`config.mk`:
```
export PLATFORM = sky130hd
export DESIGN_NAME = enable_sw_decoder
export DESIGN_NICKNAME = d
export VERILOG_FILES = /design/src/rtl/enable_sw_decoder.sv
export SDC_FILE = /design/constraint.sdc
export NUM_CORES = 1
export LEC_CHECK = 0
export CAP_MARGIN = 15
export CORE_MARGIN = 2
export CORE_UTILIZATION = 45
export DETAILED_ROUTE_END_ITERATION = 16
export GPL_TIMING_DRIVEN = 1
export PLACE_DENSITY_LB_ADDON = 0.15
export SETUP_SLACK_MARGIN = 0.4
export SYNTH_ARGS = -nofsm -noshare
export SYNTH_HDL_FRONTEND = slang
export SYNTH_SLANG_ARGS = --single-unit
```
`constraint.sdc`:
```
create_clock -name sysclk -period 1.7 [get_ports sysclk]
set_input_delay 0.17 -clock sysclk [delete_from_list [all_inputs] [get_ports sysclk]]
set_output_delay 0.17 -clock sysclk [all_outputs]
set_load 0.02 [all_outputs]
```
`src/rtl/enable_sw_decoder.sv`:
```
// Stability filter and one-hot encoder for the Enable_SW bus, with change
// counting and a 4-digit multiplexed seven-segment readout.
module enable_sw_decoder #(
    parameter int STABLE_CYCLES = 4,
    parameter int SCAN_DIV      = 50000
) (
    input  logic       sysclk,
    input  logic       reset,
    input  logic [3:0] Enable_SW,
    output logic [1:0] Func_Sel,
    output logic       Sel_Valid,
    output logic       Sel_Change,
    output logic       Err,
    output logic [7:0] Chg_Count,
    output logic [6:0] Seg,
    output logic [3:0] An
);

    localparam int STAB_W = $clog2(STABLE_CYCLES + 1);
    localparam int SCAN_W = $clog2(SCAN_DIV);
    localparam logic [STAB_W-1:0] STAB_MAX  = STAB_W'(STABLE_CYCLES);
    localparam logic [STAB_W-1:0] STAB_PRE  = STAB_W'(STABLE_CYCLES - 1);
    localparam logic [SCAN_W-1:0] SCAN_LAST = SCAN_W'(SCAN_DIV - 1);

    localparam logic [6:0] GLYPH_F    = 7'b0001110;
    localparam logic [6:0] GLYPH_E    = 7'b0000110;
    localparam logic [6:0] GLYPH_DASH = 7'b0111111;

    logic [3:0]        r_sw_q;
    logic [STAB_W-1:0] r_stab_cnt;
    logic [1:0]        r_func_sel;
    logic              r_sel_valid;
    logic              r_sel_change;
    logic              r_err;
    logic [7:0]        r_chg_count;
    logic [SCAN_W-1:0] r_scan_cnt;
    logic [1:0]        r_dig;

    logic              w_same;
    logic              w_accept;
    logic [1:0]        w_index;
    logic [6:0]        w_seg;
    logic [3:0]        w_an;

    function automatic logic f_is_onehot(input logic [3:0] v);
        return (v != 4'd0) && ((v & (v - 4'd1)) == 4'd0);
    endfunction

    function automatic logic [1:0] f_index(input logic [3:0] v);
        logic [1:0] idx;
        case (v)
            4'b0001: idx = 2'd0;
            4'b0010: idx = 2'd1;
            4'b0100: idx = 2'd2;
            4'b1000: idx = 2'd3;
            default: idx = 2'd0;
        endcase
        return idx;
    endfunction

    function automatic logic [6:0] f_hex_glyph(input logic [3:0] v);
        logic [6:0] g;
        case (v)
            4'h0:    g = 7'b1000000;
            4'h1:    g = 7'b1111001;
            4'h2:    g = 7'b0100100;
            4'h3:    g = 7'b0110000;
            4'h4:    g = 7'b0011001;
            4'h5:    g = 7'b0010010;
            4'h6:    g = 7'b0000010;
            4'h7:    g = 7'b1111000;
            4'h8:    g = 7'b0000000;
            4'h9:    g = 7'b0010000;
            4'hA:    g = 7'b0001000;
            4'hB:    g = 7'b0000011;
            4'hC:    g = 7'b1000110;
            4'hD:    g = 7'b0100001;
            4'hE:    g = 7'b0000110;
            4'hF:    g = 7'b0001110;
            default: g = 7'b0111111;
        endcase
        return g;
    endfunction

    // Acceptance fires only on the step into saturation, so a held value is taken once.
    assign w_same   = (Enable_SW == r_sw_q);
    assign w_accept = w_same && (r_stab_cnt == STAB_PRE);
    assign w_index  = f_index(r_sw_q);

    // Input filter, selection state and change counter.
    always_ff @(posedge sysclk or posedge reset) begin
        if (reset) begin
            r_sw_q       <= 4'd0;
            r_stab_cnt   <= '0;
            r_func_sel   <= 2'd0;
            r_sel_valid  <= 1'b0;
            r_sel_change <= 1'b0;
            r_err        <= 1'b0;
            r_chg_count  <= 8'd0;
        end else begin
            r_sw_q       <= Enable_SW;
            r_sel_change <= 1'b0;
            if (!w_same) begin
                r_stab_cnt <= '0;
            end else if (r_stab_cnt != STAB_MAX) begin
                r_stab_cnt <= r_stab_cnt + STAB_W'(1);
            end else begin
                r_stab_cnt <= r_stab_cnt;
            end
            if (w_accept) begin
                if (f_is_onehot(r_sw_q)) begin
                    r_func_sel  <= w_index;
                    r_sel_valid <= 1'b1;
                    r_err       <= 1'b0;
                    if ((w_index != r_func_sel) || !r_sel_valid) begin
                        r_sel_change <= 1'b1;
                        r_chg_count  <= r_chg_count + 8'd1;
                    end
                end else if (r_sw_q == 4'd0) begin
                    r_sel_valid <= 1'b0;
                    r_err       <= 1'b0;
                end else begin
                    r_sel_valid <= 1'b0;
                    r_err       <= 1'b1;
                end
            end
        end
    end

    // Digit slot timer and digit index.
    always_ff @(posedge sysclk or posedge reset) begin
        if (reset) begin
            r_scan_cnt <= '0;
            r_dig      <= 2'd0;
        end else if (r_scan_cnt == SCAN_LAST) begin
            r_scan_cnt <= '0;
            r_dig      <= r_dig + 2'd1;
        end else begin
            r_scan_cnt <= r_scan_cnt + SCAN_W'(1);
        end
    end

    // Segment and anode decode straight from registered state, so no extra lag.
    always_comb begin
        w_seg = GLYPH_DASH;
        w_an  = 4'b1110;
        case (r_dig)
            2'd0: begin
                w_an = 4'b1110;
                if (r_err) begin
                    w_seg = GLYPH_E;
                end else if (!r_sel_valid) begin
                    w_seg = GLYPH_DASH;
                end else begin
                    w_seg = f_hex_glyph({2'b00, r_func_sel} + 4'd1);
                end
            end
            2'd1: begin
                w_an  = 4'b1101;
                w_seg = GLYPH_F;
            end
            2'd2: begin
                w_an  = 4'b1011;
                w_seg = f_hex_glyph(r_chg_count[3:0]);
            end
            2'd3: begin
                w_an  = 4'b0111;
                w_seg = f_hex_glyph(r_chg_count[7:4]);
            end
            default: begin
                w_an  = 4'b1110;
                w_seg = GLYPH_DASH;
            end
        endcase
    end

    assign Func_Sel   = r_func_sel;
    assign Sel_Valid  = r_sel_valid;
    assign Sel_Change = r_sel_change;
    assign Err        = r_err;
    assign Chg_Count  = r_chg_count;
    assign Seg        = w_seg;
    assign An         = w_an;

endmodule

```
==> results of run 1 <==
[layer usage]
layer	part of all wire, %	up-vias
met1	43	1235
met4	1.3	0
met5	0	-
met2	53	43
li1	-	1230
met3	3.2	10
[power by group]
group	switching, W	internal [W]	total, W
clock network	0.000377	0.000437	0.000814
registers	0.0000250	0.000916	0.000941
logic	0.000147	0.000151	0.000299
total	0.000550	0.00150	0.00205
[through the flow]
step | utilization (%) | area [µm²] | setup TNS (ns) | total power [W]
global placement | 63.63 | 3790 | -5.438 | 0.001220
CTS | 71.53 | 4260 | -2.495 | 0.002040
detailed placement | 63.63 | 3790 | -5.956 | 0.001223
global route | 76.74 | 4571 | -3.732 | 0.002134
finish | 76.74 | 4571 | -2.437 | 0.002054
floorplan | - | 3025 | -0.06521 | 0.001118
[tightest hold or removal path, delay by kind of cell]
family,cells,cell delay (ns)
buffers and inverters,3,0.88
[sequential cells by signal, indices dropped and copies added, names as in the netlist]
name / cells
r_scan_cnt: 16
Chg_Count: 8
r_sw_q: 4
r_stab_cnt: 3
Func_Sel: 2
r_dig: 2
Err: 1
Sel_Change: 1
Sel_Valid: 1
[Yosys cell counts, drive strengths merged]
cell and count:
o211ai 2, o21ai 10, a221oi 3, o21a 2, and3 5, xnor2 14
nand4 5, mux4 1, a22oi 4, ha 29, a22o 2, xor2 16
clkbuf 4, a21oi 15, mux2 2, nand2 19, buf 8, o31ai 2
a211o 1, o221a 1, and2 2, nor2 33, nor3 5, dfrtp 38
inv 21, nor2b 3, or2 2, nor4b 2, a31oi 4, nand3 13
nand2b 3, a211oi 2, mux2i 5, nor4 7, o41ai 1
[path summary, 6_finish.rpt]
check / start / end / depth (start not counted)
worst max-delay path: Chg_Count[0] / Seg[3] / 7
max in group asynchronous: reset / r_scan_cnt[4] / 3
worst min-delay path: reset / r_stab_cnt[2] / 3
worst max register to register: r_sw_q[2] / Chg_Count[1] / 5
min in group sysclk: Enable_SW[3] / r_sw_q[3] / 1
worst min register to register: r_scan_cnt[2] / r_scan_cnt[2] / 1
[what timing repair did]
action	CTS	global route
cloned	1	0
endpoints found under the setup margin	50	42
gates resized for setup	172	40
buffers inserted	20	17
pin swaps	43	18
[layout by cell type, fill, tap and decap left out, types with 7 or more instances in the layout]
cell type,n
a21oi_1,10
nor2_4,7
buf_6,28
nand3_1,11
nand2_1,17
ha_1,14
buf_4,79
xor2_1,11
ha_4,10
inv_1,9
buf_2,10
dfrtp_2,15
nor2_1,20
dfrtp_1,23
[cells by family after synthesis]
group / synth area share (%)
compound gates: 11.74
buf+inv: 6.070
xor+xnor: 12.01
fa+ha+maj: 13.04
flops: 34.17
simple gates: 19.56
mux: 3.417
[area by class of cell]
type	instances	area (µm²)	area share [%]
multi-input cells	215	2188	47.88
repair buffers	129	1111	24.31
flip-flops and latches	38	969.7	21.22
inverters	21	93.84	2.053
well taps	75	93.84	2.053
clock buffers	5	68.82	1.506
clock inverters	3	45.04	0.9855
==> qor.yml, run 1 <==
final_layout:
  nets: 445
  syn_to_final_growth_pct: 64.25
  nFillCells: 382
  layoutNonFillerInstCount: 486
  antennaDiodeCount: 0
  layout-drive-gt1-share_pct: 59.61
grt:
  grt_pass1_vias: 2511
  antenna_found_initial: 0
  grt-ovfl-total: 0
  use_met2_pct: 39.27
  use_met1_pct: 29.00
  grt_start_max_net_pins: 39
  grt_pass1_wl_mm: 11.90
  grt_usage_pct: 23.02
  global_route.usage.met3_pct: 4.348
  grt.busiest_layer: "met2"
die:
  start_util_pct: 46.72
  fp.dieW_um: 82.64
  rows: 28
  dieArea_um2: 6829
  fp.dieH_um: 82.64
  core_area_um2: 5956
  io_pins: 30
cts:
  cts-root-buf: "clkbuf_8"
  cts_made_buffers: 5
  cts.hold.buffers_added: 0
  h-tree-depth: 2
  clkTransAtPathRegs_ns: 0.09
  cts_max_path_buffers: 2
  clock-sinks: 38
  cts_tree: "yes"
  clock_latency_ns: 0.32
sta:
  hold_viol_final: 0
  timing.final.crit_share_pct: 123.2
  rsz0062_at_grt: "yes"
  setup_violations: 15
  fin_ws_ns: -0.3938
  timing.hold.ws_ns: 0.2815
  worstMarginPinSlew_ns: 0.5039
  skew_ns: 0.01009
  max_freq_mhz: 477.6
  max_slew_margin_pct: 66.41
  post-route-min-period_ns: 2.094
  finalMaxSlewViolations: 0
yosys:
  postSynthAreaPerCell_um2: 9.730
  ys_seq_area_share_pct: 34.17
  syn_nets: 321
  netlist.top_cell.by_area: "dfrtp_1"
  synth.area.top_cells: "dfrtp_1, ha_1, xor2_1, nor2_1, xnor2_1"
  synth.top_cell.area_share_pct: 34.17
  yosysUniqueCellTypes: 48
  synthCells: 286
  ys.warnings.count: 0
  syn_area_um2: 2783
  synth-seq-cells: 38
routing:
  dr.pass1.iters: 4
  ant_nets: 0
  wl_per_cell_um: 16.03
  drtIter0Drc: 70
  vias_per_cell: 5.181
  drc_errors: 0
  wirelength_mm: 7.789
  vias: 2518
power_and_ir_drop:
  leakagePower_nw: 2.002
  vdd_ir_drop_max_mv: 0.3773
  powerDensity_nw_per_um2: 449.3
setup_path:
  cp_top_family: "multiplexers"
  required_ns: 1.53
  path_cells: "inv_4, ha_4, inv_2, mux4_2, nand2_2, a31oi_4, buf_6"
  crit_buf_inv: 3
  slowest_delay_ns: 0.47
  cp_max_fo: 6
  ff2ff_setup_slack_ns: -0.11
  worstSetupPathType: "reg2out"
  crit_arrival_ns: 1.92
  endpoint_kind: "output port"
  cp-start-kind: "flop"
  cpMaxStageDelayCell: "mux4_2"
placed_design:
  place_congestion: 0.8838
  numPortBuffers: 29
  post-place-ws_ns: -0.4838
  dp_hpwl_mm: 4.781
  post-place-cells: 440
run:
  max_cap_viol_count: 0
outcome:
  outcome: "complete, but fails checks"
  violations: "negative setup slack"
hold_path:
  hold_path_class: "in2async"
(Power assumes the default switching activity.)
==> run 2: changes to the inputs <==
--- a/config.mk
+++ b/config.mk
@@ -6,12 +6,14 @@
 export NUM_CORES = 1
 export LEC_CHECK = 0
 export CAP_MARGIN = 15
+export CORE_ASPECT_RATIO = 0.9
 export CORE_MARGIN = 2
 export CORE_UTILIZATION = 45
 export DETAILED_ROUTE_END_ITERATION = 16
 export GPL_TIMING_DRIVEN = 1
 export PLACE_DENSITY_LB_ADDON = 0.15
 export SETUP_SLACK_MARGIN = 0.4
+export SKIP_LAST_GASP = 1
 export SYNTH_ARGS = -nofsm -noshare
 export SYNTH_HDL_FRONTEND = slang
 export SYNTH_SLANG_ARGS = --single-unit
==> qor.yml, run 2 (synthesis gave the netlist of run 1 again) <==
setup_path:
  path_cells: "inv_4, ha_4, inv_2, mux4_2, nand2_2, a31oi_4, buf_6"
  cp-start-kind: "flop"
  crit_arrival_ns: 1.89
  cpMaxStageDelayCell: "mux4_2"
  cp_max_fo: 5
  worstSetupPathType: "reg2out"
  cp_top_family: "multiplexers"
  required_ns: 1.53
  crit_buf_inv: 3
  endpoint_kind: "output port"
  slowest_delay_ns: 0.46
placed_design:
  post-place-cells: 436
  dp_hpwl_mm: 4.652
  placed_cell_area_um2: 3779
  place_congestion: 0.8502
  numPortBuffers: 29
outcome:
  outcome: "complete, but fails checks"
  violations: "negative setup slack"
cts:
  cts_made_buffers: 5
  cts_tree: "yes"
  cts.hold.buffers_added: 0
  cts-root-buf: "clkbuf_8"
  cts_max_path_buffers: 2
  clkTransAtPathRegs_ns: 0.08
  clock_latency_ns: 0.30
  h-tree-depth: 2
  clock-sinks: 38
run:
  max_cap_viol_count: 0
power_and_ir_drop:
  power_frac_comb_pct: 15.2
  vdd_ir_drop_max_mv: 0.4521
  p_seq_share_pct: 49.6
  power_w: 0.001896
  leakagePower_nw: 2.000
  pwr-share-clk_pct: 35.2
  intPower_w: 0.001385
  p_sw_share_pct: 26.95
  p_sw_w: 0.0005109
  powerDensity_nw_per_um2: 421.0
hold_path:
  hold_path_class: "in2async"
final_layout:
  antennaDiodeCount: 0
  mostFrequentLayoutCell: "buf_4"
  syn_to_final_growth_pct: 61.87
  final_cell_area_um2: 4504
  layout-drive-gt1-share_pct: 59.95
  layout_common_cells: "buf_4, dfrtp_1, buf_6"
  largest_reg_flops: 16
  nets: 441
  layoutNonFillerInstCount: 479
  finish.utilization_pct: 74.49
  regMostFlops: "r_scan_cnt"
die:
  io_pins: 30
  start_util_pct: 46.02
  fp.dieH_um: 78.60
  rows: 27
  dieArea_um2: 6830
  core_area_um2: 6047
  fp.dieW_um: 86.89
sta:
  finalMaxSlewViolations: 0
  rsz0062_at_grt: "yes"
  max_slew_margin_pct: 66.67
  worstMarginPinSlew_ns: 0.4999
  setup_violations: 17
  timing.final.crit_share_pct: 121.1
  max_freq_mhz: 485.9
  timing.hold.ws_ns: 0.2841
  post-route-min-period_ns: 2.058
  hold_viol_final: 0
  fin_ws_ns: -0.3579
  skew_ns: 0.005239
grt:
  grt-ovfl-total: 0
  grt_pass1_vias: 2476
  grt_start_max_net_pins: 39
  grt_pass1_wl_mm: 11.54
  grt_usage_pct: 21.30
  antenna_found_initial: 0
routing:
  drtIter0Drc: 115
  drc_errors: 0
  dr.pass1.iters: 4
  vias_per_cell: 5.188
  wl_per_cell_um: 15.18
  wirelength_mm: 7.272
  ant_nets: 0
  vias: 2485
[run 2: cell types whose count changed in the layout (fill, tap and decap cells not counted), sizes merged]
cell,change
buf,-5
clkbuf,+5
clkinvlp,-2
bufinv,-1
clkdlybuf4s15,-1
clkinv,+1
dlygate4sd2,-1
[run 2: per-layer routing]
layer,track usage (%),part of all wire (%)
met1,28.92,45
met5,0,0
met3,3.575,3.5
met2,35.04,50
met4,5.625,0.99
[run 2: power groups by stage]
stage                     sequential, W  clock (W)  combinational, W
final                          0.000941   0.000667          0.000288
after global routing           0.000944   0.000713          0.000311
after global placement         0.000957          0          0.000264
after floorplan                0.000952          0          0.000166
after CTS                      0.000939   0.000678          0.000274
after detailed placement       0.000957          0          0.000267
[run 2: worst paths after layout]
kind / to / slack [ns] / cells past startpoint / startpoint
max: Seg[3] / -0.36 / 7 / Chg_Count[0]
min: Err / 0.28 / 3 / reset
max reg2reg: Chg_Count[1] / -0.08 / 6 / r_sw_q[3]
min reg2reg: r_scan_cnt[7] / 0.53 / 1 / r_scan_cnt[7]
max in group asynchronous: r_dig[0] / 1.05 / 3 / reset
min in group sysclk: r_sw_q[3] / 0.46 / 1 / Enable_SW[3]
[run 2: worst register-to-register path, delay by kind of cell (launching register included)]
kind,cells,cell delay [ns]
muxes,1,0.24
DFF,1,0.49
xor gates and xnor gates,1,0.17
and+or+nand+nor,3,0.64
buffers and inverters,1,0.15
[run 2: cell type report]
class,instances,area (µm²)
tap,72,90.09
sequential,38,969.7
multi-input combinational,215,2190
clock buffer,7,86.33
clock inverter,1,5.005
inverter,21,91.34
timing repair buffer,125,1072
fill,413,1543
[run 2: timing repair]
item | in CTS | in global routing
endpoints found under the setup margin | 51 | 47
setup buffers | 22 | 12
pin swaps | 33 | 21
gates resized for setup | 139 | 72
cloned | 1 | 0
[run 2: through the flow]
stage | setup slack (ns) | setup TNS, ns
2_1_floorplan | -0.03124 | -0.06521
3_3_place_gp | -0.4614 | -5.571
3_5_place_dp | -0.4971 | -6.181
4_1_cts | -0.3587 | -2.695
5_1_grt | -0.4232 | -3.557
6_report | -0.3579 | -2.305
